$ cat src/rtl/regfile_writeback_arbiter_pkg.sv
`default_nettype none
// ============================================================================
// Module      : regfile_writeback_arbiter_pkg
// Description : Shared core constants and types for the register-file
//               write-back arbiter (data width, register address width,
//               queue defaults, selection source encoding).
// Revision    : 1.0 - initial release
// ============================================================================
package regfile_writeback_arbiter_pkg;

  localparam int CORE_XLEN         = 32;
  localparam int REG_ADDR_W        = 5;
  localparam int CORE_WB_DEPTH     = 4;
  localparam int CORE_STARVE_LIMIT = 8;

  typedef logic [REG_ADDR_W-1:0] regAddr_t;

  // Which producer owns the register-file write port in a given cycle.
  typedef enum logic [1:0] {
    SEL_NONE = 2'd0,
    SEL_ALU  = 2'd1,
    SEL_EXT  = 2'd2
  } wbSel_t;

  // x0 is hard-wired to zero, so writes to it are never real requests.
  function automatic logic isRealDest(input regAddr_t rd);
    return rd != '0;
  endfunction

endpackage
`default_nettype wire

$ cat src/rtl/regfile_writeback_arbiter_if.sv
`default_nettype none
// ============================================================================
// Module      : regfile_writeback_arbiter_if
// Description : Bundle of the ALU result, multi-cycle result handshake,
//               register-file write port, hazard query and status signals.
//               master = pipeline side, slave = arbiter side.
// Revision    : 1.0 - initial release
// ============================================================================
interface regfile_writeback_arbiter_if
  import regfile_writeback_arbiter_pkg::*;
#(
  parameter int XLEN = CORE_XLEN
) ();

  logic            alu_valid;
  regAddr_t        alu_rd;
  logic [XLEN-1:0] alu_data;

  logic            ext_valid;
  logic            ext_ready;
  regAddr_t        ext_rd;
  logic [XLEN-1:0] ext_data;

  logic            rf_we;
  regAddr_t        rf_rd;
  logic [XLEN-1:0] rf_wdata;

  regAddr_t        qry_rs;
  logic            qry_pending;

  logic            stall_req;
  logic            idle;

  modport master (
    output alu_valid, alu_rd, alu_data,
    output ext_valid, ext_rd, ext_data,
    input  ext_ready,
    input  rf_we, rf_rd, rf_wdata,
    output qry_rs,
    input  qry_pending, stall_req, idle
  );

  modport slave (
    input  alu_valid, alu_rd, alu_data,
    input  ext_valid, ext_rd, ext_data,
    output ext_ready,
    output rf_we, rf_rd, rf_wdata,
    input  qry_rs,
    output qry_pending, stall_req, idle
  );

endinterface
`default_nettype wire

$ cat src/rtl/regfile_writeback_arbiter_wb_fifo.sv
`default_nettype none
// ============================================================================
// Module      : wb_fifo
// Description : Circular result queue for multi-cycle units. Push is ignored
//               when full, pop is ignored when empty. Also answers whether
//               any valid entry targets a queried register.
// Revision    : 1.0 - initial release
// ============================================================================
module wb_fifo
  import regfile_writeback_arbiter_pkg::*;
#(
  parameter int XLEN  = CORE_XLEN,
  parameter int DEPTH = CORE_WB_DEPTH
) (
  input  logic            clk,
  input  logic            rst,
  input  logic            i_push,
  input  regAddr_t        i_pushRd,
  input  logic [XLEN-1:0] i_pushData,
  input  logic            i_pop,
  output regAddr_t        o_headRd,
  output logic [XLEN-1:0] o_headData,
  output logic            o_full,
  output logic            o_empty,
  input  regAddr_t        i_qryRs,
  output logic            o_qryHit
);

  localparam int PTR_W = (DEPTH > 1) ? $clog2(DEPTH) : 1;
  localparam int CNT_W = PTR_W + 1;

  regAddr_t         r_rdMem   [DEPTH];
  logic [XLEN-1:0]  r_dataMem [DEPTH];
  logic [PTR_W-1:0] r_wrPtr;
  logic [PTR_W-1:0] r_rdPtr;
  logic [CNT_W-1:0] r_count;
  logic             w_doPush;
  logic             w_doPop;
  logic [DEPTH-1:0] w_entryHit;

  assign o_full     = (r_count == CNT_W'(DEPTH));
  assign o_empty    = (r_count == '0);
  assign w_doPush   = i_push && !o_full;
  assign w_doPop    = i_pop && !o_empty;
  assign o_headRd   = r_rdMem[r_rdPtr];
  assign o_headData = r_dataMem[r_rdPtr];

  // Entry storage; stale slots are masked by the occupancy logic, so no reset.
  always_ff @(posedge clk) begin
    if (w_doPush) begin
      r_rdMem[r_wrPtr]   <= i_pushRd;
      r_dataMem[r_wrPtr] <= i_pushData;
    end
  end

  // Pointers wrap naturally at DEPTH (power of two); count tracks occupancy.
  always_ff @(posedge clk or posedge rst) begin
    if (rst) begin
      r_wrPtr <= '0;
      r_rdPtr <= '0;
      r_count <= '0;
    end else begin
      if (w_doPush) r_wrPtr <= r_wrPtr + PTR_W'(1);
      if (w_doPop)  r_rdPtr <= r_rdPtr + PTR_W'(1);
      if (w_doPush && !w_doPop) begin
        r_count <= r_count + CNT_W'(1);
      end else if (!w_doPush && w_doPop) begin
        r_count <= r_count - CNT_W'(1);
      end
    end
  end

  // A slot is live when its distance from the read pointer is below count.
  for (genvar gi = 0; gi < DEPTH; gi++) begin : g_match
    logic [PTR_W-1:0] w_offset;
    assign w_offset       = PTR_W'(gi) - r_rdPtr;
    assign w_entryHit[gi] = ({1'b0, w_offset} < r_count) && (r_rdMem[gi] == i_qryRs);
  end

  assign o_qryHit = isRealDest(i_qryRs) && (|w_entryHit);

endmodule
`default_nettype wire

$ cat src/rtl/regfile_writeback_arbiter.sv
`default_nettype none
// ============================================================================
// Module      : regfile_writeback_arbiter
// Description : Arbitrates the single register-file write port between the
//               single-cycle ALU (always wins, no backpressure) and a queue
//               of multi-cycle unit results. Requests a pipeline bubble when
//               the queue head has been starved for too long.
// Revision    : 1.0 - initial release
// ============================================================================
module regfile_writeback_arbiter
  import regfile_writeback_arbiter_pkg::*;
#(
  parameter int XLEN         = CORE_XLEN,
  parameter int DEPTH        = CORE_WB_DEPTH,
  parameter int STARVE_LIMIT = CORE_STARVE_LIMIT
) (
  input  logic                        clk,
  input  logic                        rst,
  regfile_writeback_arbiter_if.slave  wb
);

  localparam int STARVE_W = $clog2(STARVE_LIMIT + 1);

  logic                w_aluReq;
  logic                w_extReady;
  logic                w_push;
  logic                w_pop;
  logic                w_fifoFull;
  logic                w_fifoEmpty;
  logic                w_qryHit;
  regAddr_t            w_headRd;
  logic [XLEN-1:0]     w_headData;
  wbSel_t              w_sel;
  regAddr_t            w_selRd;
  logic [XLEN-1:0]     w_selData;
  logic [STARVE_W-1:0] w_starveNext;

  logic                r_rfWe;
  regAddr_t            r_rfRd;
  logic [XLEN-1:0]     r_rfWdata;
  logic [STARVE_W-1:0] r_starveCnt;
  logic                r_stall;

  // Readiness depends only on occupancy: a full queue refuses even if the
  // head leaves this cycle, keeping the handshake free of the pop path.
  assign w_aluReq   = wb.alu_valid && isRealDest(wb.alu_rd);
  assign w_extReady = !w_fifoFull;
  assign w_push     = wb.ext_valid && w_extReady && isRealDest(wb.ext_rd);

  wb_fifo #(
    .XLEN  (XLEN),
    .DEPTH (DEPTH)
  ) u_wbFifo (
    .clk        (clk),
    .rst        (rst),
    .i_push     (w_push),
    .i_pushRd   (wb.ext_rd),
    .i_pushData (wb.ext_data),
    .i_pop      (w_pop),
    .o_headRd   (w_headRd),
    .o_headData (w_headData),
    .o_full     (w_fifoFull),
    .o_empty    (w_fifoEmpty),
    .i_qryRs    (wb.qry_rs),
    .o_qryHit   (w_qryHit)
  );

  // Fixed priority: ALU first, then queue head; the head pops only when chosen.
  always_comb begin
    w_sel     = SEL_NONE;
    w_selRd   = '0;
    w_selData = '0;
    w_pop     = 1'b0;
    if (w_aluReq) begin
      w_sel     = SEL_ALU;
      w_selRd   = wb.alu_rd;
      w_selData = wb.alu_data;
    end else if (!w_fifoEmpty) begin
      w_sel     = SEL_EXT;
      w_selRd   = w_headRd;
      w_selData = w_headData;
      w_pop     = 1'b1;
    end
  end

  // Starvation age of the head; saturates so the stall stays up until a pop.
  always_comb begin
    w_starveNext = r_starveCnt;
    if (w_fifoEmpty || w_pop) begin
      w_starveNext = '0;
    end else if (r_starveCnt < STARVE_W'(STARVE_LIMIT)) begin
      w_starveNext = r_starveCnt + STARVE_W'(1);
    end
  end

  // Registered write port and stall request.
  always_ff @(posedge clk or posedge rst) begin
    if (rst) begin
      r_rfWe      <= 1'b0;
      r_rfRd      <= '0;
      r_rfWdata   <= '0;
      r_starveCnt <= '0;
      r_stall     <= 1'b0;
    end else begin
      r_rfWe      <= (w_sel != SEL_NONE);
      r_rfRd      <= w_selRd;
      r_rfWdata   <= w_selData;
      r_starveCnt <= w_starveNext;
      r_stall     <= (w_starveNext >= STARVE_W'(STARVE_LIMIT));
    end
  end

  assign wb.ext_ready   = w_extReady;
  assign wb.rf_we       = r_rfWe;
  assign wb.rf_rd       = r_rfRd;
  assign wb.rf_wdata    = r_rfWdata;
  assign wb.qry_pending = w_qryHit;
  assign wb.stall_req   = r_stall;
  assign wb.idle        = w_fifoEmpty && !r_rfWe;

endmodule
`default_nettype wire
$ cat src/flat_wrapper.sv
// flat-port wrapper written by rule: the top's interface ports become plain ports
module regfile_writeback_arbiter_flat import regfile_writeback_arbiter_pkg::*;
#(
  parameter int XLEN         = CORE_XLEN,
  parameter int DEPTH        = CORE_WB_DEPTH,
  parameter int STARVE_LIMIT = CORE_STARVE_LIMIT
)
  (clk, rst, wb_alu_valid, wb_alu_rd, wb_alu_data, wb_ext_valid, wb_ext_rd, wb_ext_data, wb_ext_ready, wb_rf_we, wb_rf_rd, wb_rf_wdata, wb_qry_rs, wb_qry_pending, wb_stall_req, wb_idle);
  regfile_writeback_arbiter_if #(.XLEN(XLEN)) wb_i ();
  input  logic clk;
  input  logic rst;
  input wire logic [$bits(wb_i.alu_valid)-1:0] wb_alu_valid;
  input wire logic [$bits(wb_i.alu_rd)-1:0] wb_alu_rd;
  input wire logic [$bits(wb_i.alu_data)-1:0] wb_alu_data;
  input wire logic [$bits(wb_i.ext_valid)-1:0] wb_ext_valid;
  input wire logic [$bits(wb_i.ext_rd)-1:0] wb_ext_rd;
  input wire logic [$bits(wb_i.ext_data)-1:0] wb_ext_data;
  output wire logic [$bits(wb_i.ext_ready)-1:0] wb_ext_ready;
  output wire logic [$bits(wb_i.rf_we)-1:0] wb_rf_we;
  output wire logic [$bits(wb_i.rf_rd)-1:0] wb_rf_rd;
  output wire logic [$bits(wb_i.rf_wdata)-1:0] wb_rf_wdata;
  input wire logic [$bits(wb_i.qry_rs)-1:0] wb_qry_rs;
  output wire logic [$bits(wb_i.qry_pending)-1:0] wb_qry_pending;
  output wire logic [$bits(wb_i.stall_req)-1:0] wb_stall_req;
  output wire logic [$bits(wb_i.idle)-1:0] wb_idle;
  assign wb_i.alu_valid = wb_alu_valid;
  assign wb_i.alu_rd = wb_alu_rd;
  assign wb_i.alu_data = wb_alu_data;
  assign wb_i.ext_valid = wb_ext_valid;
  assign wb_i.ext_rd = wb_ext_rd;
  assign wb_i.ext_data = wb_ext_data;
  assign wb_ext_ready = wb_i.ext_ready;
  assign wb_rf_we = wb_i.rf_we;
  assign wb_rf_rd = wb_i.rf_rd;
  assign wb_rf_wdata = wb_i.rf_wdata;
  assign wb_i.qry_rs = wb_qry_rs;
  assign wb_qry_pending = wb_i.qry_pending;
  assign wb_stall_req = wb_i.stall_req;
  assign wb_idle = wb_i.idle;
  regfile_writeback_arbiter #(.XLEN(XLEN), .DEPTH(DEPTH), .STARVE_LIMIT(STARVE_LIMIT)) u_core (.clk(clk), .rst(rst), .wb(wb_i));
endmodule
$ cat config.mk
export PLATFORM = sky130hd
export DESIGN_NAME = regfile_writeback_arbiter_flat
export DESIGN_NICKNAME = d
export VERILOG_FILES = /design/src/rtl/regfile_writeback_arbiter_pkg.sv /design/src/rtl/regfile_writeback_arbiter_if.sv /design/src/rtl/regfile_writeback_arbiter_wb_fifo.sv /design/src/rtl/regfile_writeback_arbiter.sv /design/src/flat_wrapper.sv
export SDC_FILE = /design/constraint.sdc
export NUM_CORES = 1
export LEC_CHECK = 0
export ABC_AREA = 1
export BUFFER_PORTS_ARGS = -buffer_cell sky130_fd_sc_hd__clkbuf_2
export CAP_MARGIN = 15
export CELL_PAD_IN_SITES_DETAIL_PLACEMENT = 1
export CELL_PAD_IN_SITES_GLOBAL_PLACEMENT = 1
export CORE_ASPECT_RATIO = 1.4
export CORE_MARGIN = 5
export CORE_UTILIZATION = 30
export DETAILED_ROUTE_END_ITERATION = 12
export GPL_TIMING_DRIVEN = 0
export PLACE_DENSITY_LB_ADDON = 0.12
export RECOVER_POWER = 50
export SETUP_SLACK_MARGIN = 0.4
export SYNTH_ARGS = -nofsm -noshare
export SYNTH_HDL_FRONTEND = slang
export SYNTH_SLANG_ARGS = --single-unit
$ cat constraint.sdc
create_clock -name clk -period 5.1 [get_ports clk]
set_clock_uncertainty 0.05 [all_clocks]
set_input_delay 0.51 -clock clk [delete_from_list [all_inputs] [get_ports clk]]
set_output_delay 0.51 -clock clk [all_outputs]
set_load 0.01 [all_outputs]
==> reports/results.ini <==
[route]
final_antenna_net_count = 0
drc = 0
wire_per_inst_um = 19.47
dr.pass1.iters = 4
initialDrtViolationCount = 235
via_per_inst = 4.624
totalWireLength_mm = 21.69
via_count = 5151

[global_route]
grt_overflow = 0
grt_max_degree = 36
grt_pass1_wl_mm = 33.47
grt_pass1_vias = 5889
grt_usage = 0.1503
antenna_found_initial = 2

[logic_synthesis]
ys_types = 32
yosysTopAreaCellShare = 0.5665
synth-warning-count = 0
synth-edff-count = 148
syn_avg_cell_area_um2 = 12.39
synth_area_mm2 = 0.007845
synth-async-reset-ratio = 0.2525
synth_most_common_cell = nand2_1
yosysSeqAreaShare = 0.7260
ys_seq_elements = 198
synthTopCellsByArea = edfxtp_1 (57%), dfrtp_1 (16%), nand2_1 (10%)
syn_nets = 727
synth.top_cells.by_count = nand2_1 (211), edfxtp_1 (148), dfrtp_1 (50)
syn_inst = 633
yosys.area.top_type = edfxtp_1
ys.flop_type = edfxtp_1

[place]
portBuffers = 120
dp_hpwl_mm = 15.39
gp_congestion = 0.7357
place_area_mm2 = 0.008996

[sta]
fmax_mhz = 303.4
setup-tns-final_ns = 0
period_needed_ns = 3.296
drv_slew = 36
setup_viol = 0
hold_ws_ns = 0.2315
fin_crit_sh = 0.6463
max_slew.worst_pin.slew_ns = 2.263
maxSlewHeadroom = -0.5087
final_hold_viol_count = 0
rsz0062_at_grt = no

[die]
initial_core_util = 0.3026
die_h_um = 201.3
core-area_mm2 = 0.02592
pin_count = 125
die_width_um = 146.7
row_count = 70
dieArea_mm2 = 0.02953

[pwr]
fin_total_pwr_mw = 5.099
p_clk_frac = 0.240
seq_power_share = 0.446
power_density_mw_per_mm2 = 541.1
cellLeakagePower_nw = 3.766
switching_share = 0.3484
p_sw_mw = 1.776
peakVddDrop_uv = 303.1
comb_power_share = 0.314
intPower_mw = 3.323

[critical_path]
crit_path_end_kind = asynchronous set/reset pin
crit_slowest_cell = clkbuf_1
required_ns = 5.13
crit_type = primary input to asynchronous set/reset pin
path_max_fanout = 35
cp-start-kind = primary input
cp.arrival_ns = 3.32
cp_cell_sequence = dlygate4sd3_1 -> clkbuf_2 -> inv_1 -> clkbuf_1
max_stage_delay_ns = 1.66

[layout]
layout.nets = 872
final_area_mm2 = 0.009423
drive_gt1_frac = 0.1646
areaGrowthSynthToFinish_pct = 20.11
fill_cells = 2873
antenna_cells = 0

[status]
violations = max-capacitance violations, max-slew violations
status = finished, violations left

[clock_network]
clockBufferDepth = 2
clk_latency_ns = 0.43
clk_pin_slew_ns = 0.06
cts_made_buffers = 17
cts_num_sinks = 198
cts_root_buffer = clkbuf_16
htreeDepth = 4
cts_tree = built

[hold_path]
worstHoldPathType = primary input to flip-flop

[flow_run]
drv_cap = 1

==> stage by stage <==
stage	setup slack, ns	std cells	utilization
floorplan	2.161	633	-
global route	1.160	1114	0.3635
detailed placement	2.202	1082	0.3470
CTS	1.746	1114	0.3676
global placement	0.2014	1077	0.3414
finish	1.804	1114	0.3635
==> metal layers <==
metal	wire (um)	part of all wire	global-route usage
met4	281	0.013	0.04237
met3	873	0.040	0.04190
met1	8876	0.41	0.1712
met5	14	0.00065	0
met2	11640	0.54	0.2738
==> flip-flops by register name, summed over array words and instances (netlist names) <==
signal and cells:
u_core.r_starveCnt 4, u_core.u_wbFifo.r_count 3, u_core.u_wbFifo.r_dataMem 128, u_core.u_wbFifo.r_rdMem 20, u_core.u_wbFifo.r_rdPtr 2, u_core.u_wbFifo.r_wrPtr 2
u_core.wb.rf_rd 5, u_core.wb.rf_wdata 32, u_core.wb.rf_we 1, u_core.wb.stall_req 1
==> power groups by stage <==
stage	clock, mW	combinational (mW)	sequential, mW
floorplan	0	0.897	2.36
global placement	0	1.56	2.33
detailed placement	0	1.68	2.32
CTS	1.27	1.69	2.28
global route	1.34	1.80	2.31
finish	1.23	1.60	2.27
==> what timing repair did <==
| item | 4_1_cts | 5_1_grt |
|---|---|---|
| hold endpoints to repair | 8 | 0 |
| setup buffers | 0 | 0 |
| gates resized for setup | 0 | 0 |
| hold buffers | 1 | 0 |
==> cells in the final DEF (no fill, tap or decap), types with 3 or more instances in the layout <==
cell type,instances
o21ai_0,5
nor3_1,3
ha_1,10
a21oi_1,19
xor2_1,10
inv_1,29
xnor2_1,11
clkinv_2,3
inv_2,5
nor2_1,20
buf_2,11
o21ai_1,11
clkbuf_1,60
edfxtp_1,148
dfrtp_1,50
clkbuf_16,17
buf_6,4
nand2_1,211
buf_4,3
clkinvlp_4,3
clkinv_1,3
nand3_1,39
clkbuf_2,69
nor2_4,5
a22oi_1,22
==> layout make-up <==
| class | count | area [um^2] | area share |
|---|---|---|---|
| flip-flops and latches | 198 | 5695 | 0.6044 |
| multi-input cells | 378 | 1883 | 0.1998 |
| repair buffers | 126 | 645.6 | 0.06852 |
| clock buffers | 20 | 436.7 | 0.04634 |
| well taps | 324 | 405.4 | 0.04302 |
| plain buffers | 23 | 141.4 | 0.01500 |
| inverters | 34 | 127.6 | 0.01354 |
| clock inverters | 11 | 87.58 | 0.009295 |
==> cell families (layout without fill, tap and decap cells) <==
family | after synthesis | after routing | synth area share
AO/OA/AOI/OAI | 64 | 64 | 0.05040
XOR/XNOR | 21 | 21 | 0.02344
adder cells (fa/ha/maj) | 11 | 11 | 0.01850
buffers and inverters | 57 | 214 | 0.03429
flip-flops | 198 | 198 | 0.7260
AND/OR/NAND/NOR | 282 | 282 | 0.1474
==> worst max-delay path: cells and delay by family <==
kind,cells,cell delay [ns]
buffers and inverters,4,2.77
==> worst paths after layout <==
check | cells past startpoint | end | startpoint | slack [ns]
setup reg to reg | 9 | u_core.u_wbFifo.r_count[1] | u_core.u_wbFifo.r_count[0] | 2.28
max in group clk | 14 | wb_qry_pending | u_core.u_wbFifo.r_rdPtr[1] | 1.88
hold / removal | 3 | u_core.wb.rf_wdata[3] | wb_alu_data[3] | 0.23
setup / recovery | 4 | u_core.wb.rf_wdata[22] | rst | 1.80
min in group asynchronous | 3 | u_core.wb.rf_wdata[17] | rst | 0.65
hold reg to reg | 2 | u_core.wb.rf_wdata[14] | u_core.u_wbFifo.r_dataMem[2][14] | 0.48
Note: power is estimated with default switching activity, not from simulation.
